**config.mk**
```make
export PLATFORM = sky130hd
export DESIGN_NAME = regfile_scoreboard
export DESIGN_NICKNAME = d
export VERILOG_FILES = /design/src/rtl/regfile_scoreboard.sv
export SDC_FILE = /design/constraint.sdc
export NUM_CORES = 1
export LEC_CHECK = 0
export CORE_MARGIN = 5
export CORE_UTILIZATION = 45
export CTS_CLUSTER_SIZE = 12
export DETAILED_ROUTE_END_ITERATION = 7
export DONT_BUFFER_PORTS = 1
export GPL_TIMING_DRIVEN = 0
export PLACE_DENSITY = 0.68
export SYNTH_ARGS = -nofsm -noshare
export SYNTH_HDL_FRONTEND = slang
export SYNTH_SLANG_ARGS = --single-unit
```
**constraint.sdc**
```tcl
create_clock -name clk_i -period 9.75 [get_ports clk_i]
set_clock_uncertainty 0.2 [all_clocks]
set_input_delay 2.925 -clock clk_i [delete_from_list [all_inputs] [get_ports clk_i]]
set_output_delay 2.925 -clock clk_i [all_outputs]
set_load 0.01 [all_outputs]
```
**src/rtl/regfile_scoreboard.sv**
```systemverilog
// regfile_scoreboard: parametrised register file with busy scoreboard and sequential clear.
// Define RF_WB_BYPASS_EN for same-cycle writeback-to-read bypass.
module regfile_scoreboard #(
  parameter int XLEN  = 32,
  parameter int NREGS = 32,
  parameter int IDW   = $clog2(NREGS)
) (
  input  logic            clk_i,
  input  logic            resetn_i,
  output logic            ready_o,
  input  logic            wrEn_i,
  input  logic [IDW-1:0]  rdId_i,
  input  logic [XLEN-1:0] rdData_i,
  input  logic [IDW-1:0]  rs1Id_i,
  input  logic [IDW-1:0]  rs2Id_i,
  output logic [XLEN-1:0] rs1Data_o,
  output logic [XLEN-1:0] rs2Data_o,
  input  logic            issue_i,
  input  logic [IDW-1:0]  issueRd_i,
  output logic            rs1Busy_o,
  output logic            rs2Busy_o
);

  typedef enum logic {CLEAR, RUN} state_t;

  localparam logic [IDW-1:0] LAST = IDW'(NREGS - 1);

  state_t           r_state;
  state_t           w_stateNext;
  logic [IDW-1:0]   r_clrIdx;
  logic [NREGS-1:0] r_busy;
  logic [XLEN-1:0]  r_mem [NREGS];

  logic            w_ready;
  logic            w_clrWr;
  logic            w_runWr;
  logic            w_runIss;
  logic [XLEN-1:0] w_rs1Data;
  logic [XLEN-1:0] w_rs2Data;
  logic            w_rs1Busy;
  logic            w_rs2Busy;

  // x0 and indices beyond the file are never stored, never busy
  function automatic logic f_inRange(input logic [IDW-1:0] idx);
    return (idx != '0) && (32'(idx) < NREGS);
  endfunction

  assign w_ready = (r_state == RUN);

  always_comb begin
    w_stateNext = r_state;
    w_clrWr     = 1'b0;
    w_runWr     = 1'b0;
    w_runIss    = 1'b0;
    unique case (r_state)
      CLEAR: begin
        w_clrWr = 1'b1;
        if (r_clrIdx == LAST) w_stateNext = RUN;
      end
      RUN: begin
        w_runWr  = wrEn_i && f_inRange(rdId_i);
        w_runIss = issue_i && f_inRange(issueRd_i);
      end
    endcase
  end

  always_ff @(posedge clk_i) begin
    if (!resetn_i) begin
      r_state  <= CLEAR;
      r_clrIdx <= IDW'(1);
      r_busy   <= '0;
    end else begin
      r_state <= w_stateNext;
      if (w_clrWr && r_clrIdx != LAST) r_clrIdx <= r_clrIdx + IDW'(1);
      // issue set lands after the clear: a new producer wins
      if (w_runWr)  r_busy[rdId_i]    <= 1'b0;
      if (w_runIss) r_busy[issueRd_i] <= 1'b1;
    end
  end

  // array has no reset so it can map onto RAM
  always_ff @(posedge clk_i) begin
    if (w_clrWr)      r_mem[r_clrIdx] <= '0;
    else if (w_runWr) r_mem[rdId_i]   <= rdData_i;
  end

  always_comb begin
    w_rs1Data = '0;
    w_rs1Busy = 1'b0;
    if (w_ready && f_inRange(rs1Id_i)) begin
      w_rs1Data = r_mem[rs1Id_i];
      w_rs1Busy = r_busy[rs1Id_i];
`ifdef RF_WB_BYPASS_EN
      if (w_runWr && rs1Id_i == rdId_i) begin
        w_rs1Data = rdData_i;
        if (!(w_runIss && issueRd_i == rs1Id_i)) w_rs1Busy = 1'b0;
      end
`endif
    end
  end

  always_comb begin
    w_rs2Data = '0;
    w_rs2Busy = 1'b0;
    if (w_ready && f_inRange(rs2Id_i)) begin
      w_rs2Data = r_mem[rs2Id_i];
      w_rs2Busy = r_busy[rs2Id_i];
`ifdef RF_WB_BYPASS_EN
      if (w_runWr && rs2Id_i == rdId_i) begin
        w_rs2Data = rdData_i;
        if (!(w_runIss && issueRd_i == rs2Id_i)) w_rs2Busy = 1'b0;
      end
`endif
    end
  end

  assign ready_o   = w_ready;
  assign rs1Data_o = w_rs1Data;
  assign rs2Data_o = w_rs2Data;
  assign rs1Busy_o = w_rs1Busy;
  assign rs2Busy_o = w_rs2Busy;

endmodule

```
Word level (Yosys, flattened, before mapping)
Memory sizes are Yosys's and may differ from the RTL's.
Cells that the tools add are included.
W data, S select, Z words.
- bits in registers: 38
- RAM bits: 1024
- input bits: 56
- output and inout port bits: 67
- logic and storage cells: 54
- memories kept: 1
- memory list (name ; words ; bits a word ; read ports ; clocked after memory_dff ; wr ports ; RTL line ; source):
    r_mem ; 32 ; 32 ; 2 ; 0 ; 1 ; 32 ; logic [XLEN-1:0] r_mem [NREGS];
- $add $sub $neg: 1
- $lt $le $gt $ge: 6
- equality and inequality tests: 2
- multiplexer cells: 26
- bitwise gates (word level): 3
- reductions and logical operators: 12
- operators with widths (kind ; number):
    $mux W32 ; 6
    $and A32 B32 Y32 ; 1
    $not A32 Y32 ; 1
    $or A32 B32 Y32 ; 1
    $reduce_or A32 Y1 ; 1
    $lt A5 B6 Y1 const B ; 4
    $reduce_bool A5 Y1 ; 4
    $mux W1 ; 15
    $bmux W1 S5 ; 2
    $demux W1 S5 ; 2
    $ge A5 B1 Y1 const B ; 2
    $logic_and A1 B1 Y1 ; 7
    $add A5 B1 Y5 const B ; 1
    $eq A5 B5 Y1 const B ; 1
    $mux W5 ; 1
    $ne A5 B5 Y1 const B ; 1

Logic depth before layout (Yosys ltp)
- depth in word-level cells: 10
- gate-level depth with buffers: 9
- mapped depth without buffers: 7

Worst setup path before layout
OpenSTA, ideal clock, no wires.
- path type: input to output
- start: in rs1Id_i[1]
- end: out rs1Data_o[10]
- data arrival time: 4.346 ns
- data required time: 6.625 ns
- slack: 2.279 ns
- stages on the path: 7
- path buffers: 3
- cells stage by stage: buf_2 buf_6 clkbuf_1 mux4_2 a22o_1 a31oi_1 nand4_1
- cells in the longest elaborated chain, start to end: 3
- elaborated cells on any way between the ends: 4
- classes of those cells: mux (1); reduce/logical (2); memory (1)
- RTL lines (item ; RTL line ; source):
    from (decl) ; 14 ; input logic [IDW-1:0] rs1Id_i,
    branches (longest 2 deep; another with $mem_v2 Z32 W32) ; - ;
    $mux W32 (*) ; 90 ; if (w_ready && f_inRange(rs1Id_i)) begin
    to (decl) ; 16 ; output logic [XLEN-1:0] rs1Data_o,
Every way passes the cells marked *.

Worst setup path in the final report
- start: in rs1Id_i[2]
- end: out rs1Data_o[16]
The elaborated chain is that of the path after synthesis.

==> flow_metrics.env <==
export IMPL_preCtsSetupSlack_ns=0.9315
export IMPL_final_common_cell="edfxtp_1"
export IMPL_synth_nets=3100
export IMPL_nNetsFinal=3243
export IMPL_grt_max_degree=33
export IMPL_drt_iter0_drc=5574
export IMPL_r2r_end="r_mem[8][23]"
export IMPL_end_kind="primary output"
export IMPL_r2r_start="ready_o"
export IMPL_die_x_um=343.5
export IMPL_dieArea_mm2=0.1180
export IMPL_cp_slowest_cell="clkbuf_1"
export IMPL_synth_area_leaders="edfxtp_1, mux4_2, mux2i_1"
export IMPL_clkLatencyLatePin_ns=0.68
export IMPL_arrival_ns=6.04
export IMPL_crit_chain="buf_4 > nor2b_1 > clkbuf_1 > clkbuf_1 > a22oi_1 > nand3_1 > nand4_1"
export IMPL_grt_pass1_wl_um=249000
export IMPL_syn2layout_area_growth_pct=12.10
export IMPL_max_cap_viol_count=0
export IMPL_grt_antenna_before_repair=10
export IMPL_netlist_area_mm2=0.05006
export IMPL_fp_dieH_um=343.5
export IMPL_hp_class="reg -> reg"
export IMPL_leakage_nw=19.20
export IMPL_synth_top_area_frac=0.6143
export IMPL_tns_ns=0
export IMPL_path_clk_slew_ns=0.06
export IMPL_setup_worst_path_start_class="input port"
export IMPL_ys_flop_type="edfxtp_1"
export IMPL_htreeDepth=3
export IMPL_critPathLaunch="rs1Id_i[2]"
export IMPL_drt_pass1_iterations=6
export IMPL_holdBufCountCts=0
export IMPL_cts_path_max_buffers=3
export IMPL_worst_path_dominant_cell_family="simple AND/OR/NAND/NOR gates"
export IMPL_ant_nets=0
export IMPL_synth_distinct_cells=53
export IMPL_cts_buffers=107
export IMPL_rsz0062_at_grt="no"
export IMPL_post_cts_resized=0
export IMPL_cpMostUsedCell="clkbuf_1"
export IMPL_crit_path_max_incr_delay_ns=0.83
export IMPL_crit_end="rs1Data_o[16]"
export IMPL_grt_usage=0.3050
export IMPL_critPathRequiredTime_ns=6.63
export IMPL_setup_viol=0
export IMPL_ys_ff_latch=1062
export IMPL_worstMarginPinSlew_ns=1.374
export IMPL_io_pins=123
export IMPL_port_buffers=0
export IMPL_cts_tree="done"
export IMPL_drc=0
export IMPL_p_per_area_mw_per_mm2=172.9
export IMPL_start_util=0.4529
export IMPL_path_buf_inv=3
export IMPL_synth_largest_area_cell="edfxtp_1"
export IMPL_cp_num_cells=7
export IMPL_dpl_cell_count=4564
export IMPL_finalHoldViolCount=0
export IMPL_worstHoldStart="r_busy[0]"
export IMPL_fillCellCount=8969
export IMPL_design_area_mm2=0.05611
export IMPL_timing_fmax_ghz=0.1091
export IMPL_gp_routability_congestion=0.9903
export IMPL_core_area_mm2=0.1105
export IMPL_synth_yosys_seq_area_share=0.6295
export IMPL_fin_crit_sh=0.9401
export IMPL_synth_edff_count=1024
export IMPL_ir_drop_uv=142.1
export IMPL_slew_viol_final=0
export IMPL_outcome="completed"
export IMPL_critPathMaxFanout=10
export IMPL_synth_avg_cell_area_um2=16.45
export IMPL_rows=122
export IMPL_post_route_cells_drive_above_1_share=0.1929
export IMPL_ys_warn_count=0
export IMPL_ff2ff_path_depth=6
export IMPL_synthCells=3042
export IMPL_synth_async_sr_flop_share=0
export IMPL_via_per_inst=6.957
export IMPL_ff2ff_setup_slack_ns=5.34
export IMPL_final_cell_mix="edfxtp_1, mux2i_1, a22oi_1"
export IMPL_routedWlPerCell_um=38.80
export IMPL_root_buffer="clkbuf_16"
export IMPL_grt_pass1_vias=31594
export IMPL_maxSlewHeadroom=0.08403
export IMPL_dpl_hpwl_um=130600
export IMPL_cts_sinks=1062
export IMPL_criticalPathCategory="in -> out"
export IMPL_vias=33054
export IMPL_worst_slack_ns=0.5843
export IMPL_instances_no_fill=4751
export IMPL_grt_overflow=0
export IMPL_fin_crit_ns=9.166
export IMPL_place_area_mm2=0.05290
export IMPL_wl_um=184400
export IMPL_postCtsSetupBuffers=0
how the worst min path moves through the flow:
stage | end | slack [ns] | cells after the start
final | r_busy[0] | 0.29 | 1
after global routing | r_busy[0] | 0.32 | 1
after CTS | r_busy[0] | 0.28 | 1
after detailed placement | r_busy[0] | 0.27 | 1
after global placement | r_busy[0] | 0.27 | 1
after floorplan | r_busy[0] | 0.24 | 1
per-layer routing:
metal,wire length [um],part of all wire,track usage,vias up
li1,-,-,-,12932
met1,64110,0.35,0.3844,16866
met2,80930,0.44,0.4579,2738
met3,29150,0.16,0.1320,514
met4,10030,0.054,0.1393,4
met5,145,0.00079,0.008170,-
kinds of logic (layout without fill, tap and decap cells):
kind of cell               count (synthesis)  count (layout)  share of synthesized area
DFF                                     1062            1062                     0.6295
xor gates and xnor gates                   3               3                  0.0005250
buffers and inverters                    254             467                    0.02790
muxes                                    796             796                     0.2242
other                                      0               8                          0
adders and majority gates                  2               2                  0.0004998
AOI/OAI and AO/OA                        473             473                    0.06931
and+or+nand+nor                          452             452                    0.04809
cell type report:
type / count / area (um2) / share of cell area
Sequential cell: 1062 / 31510 / 0.5616
Multi-Input combinational cell: 1726 / 17390 / 0.3099
Clock buffer: 145 / 2905 / 0.05178
Tap cell: 1488 / 1862 / 0.03318
Buffer: 251 / 1385 / 0.02468
Timing Repair Buffer: 34 / 740.7 / 0.01320
Clock inverter: 34 / 286.5 / 0.005106
Antenna cell: 8 / 20.02 / 0.0003568
Inverter: 3 / 11.26 / 0.0002007
power breakdown:
group | total (mW) | switching (mW) | internal [mW] | leakage, nW
Sequential | 5.04 | 0.0309 | 5.01 | 9.89
Clock | 3.91 | 1.74 | 2.17 | 1.55
Combinational | 0.747 | 0.467 | 0.280 | 7.75
Total | 9.70 | 2.24 | 7.47 | 19.2
cells in the mapped netlist (13+ instances only):
cell type,number
mux2i_1,536
o21ai_0,24
mux4_2,260
buf_6,13
a21oi_1,23
nor2_1,47
dfxtp_1,38
a22oi_1,290
and2_1,42
a22o_1,42
edfxtp_1,1024
a31oi_1,43
nand3_1,150
clkbuf_1,82
and3_1,27
a21boi_0,18
nor2b_1,13
nand4_1,70
nand2_1,70
buf_2,99
buf_4,44
state kept, by name (all words and copies together), names as in the netlist:
name / flops
r_busy: 32
r_clrIdx: 5
r_mem: 1024
ready_o: 1
stage by stage:
| stage | utilization | hold slack, ns | power, mW |
|---|---|---|---|
| finish | 0.5077 | 0.2856 | 9.701 |
| global route | 0.5076 | 0.3162 | 9.883 |
| CTS | 0.5076 | 0.2811 | 9.666 |
| detailed placement | 0.4787 | 0.2676 | 5.862 |
| global placement | 0.4698 | 0.2672 | 5.836 |
| floorplan | - | 0.2431 | 5.587 |
Note: power is estimated with default switching activity, not from simulation.
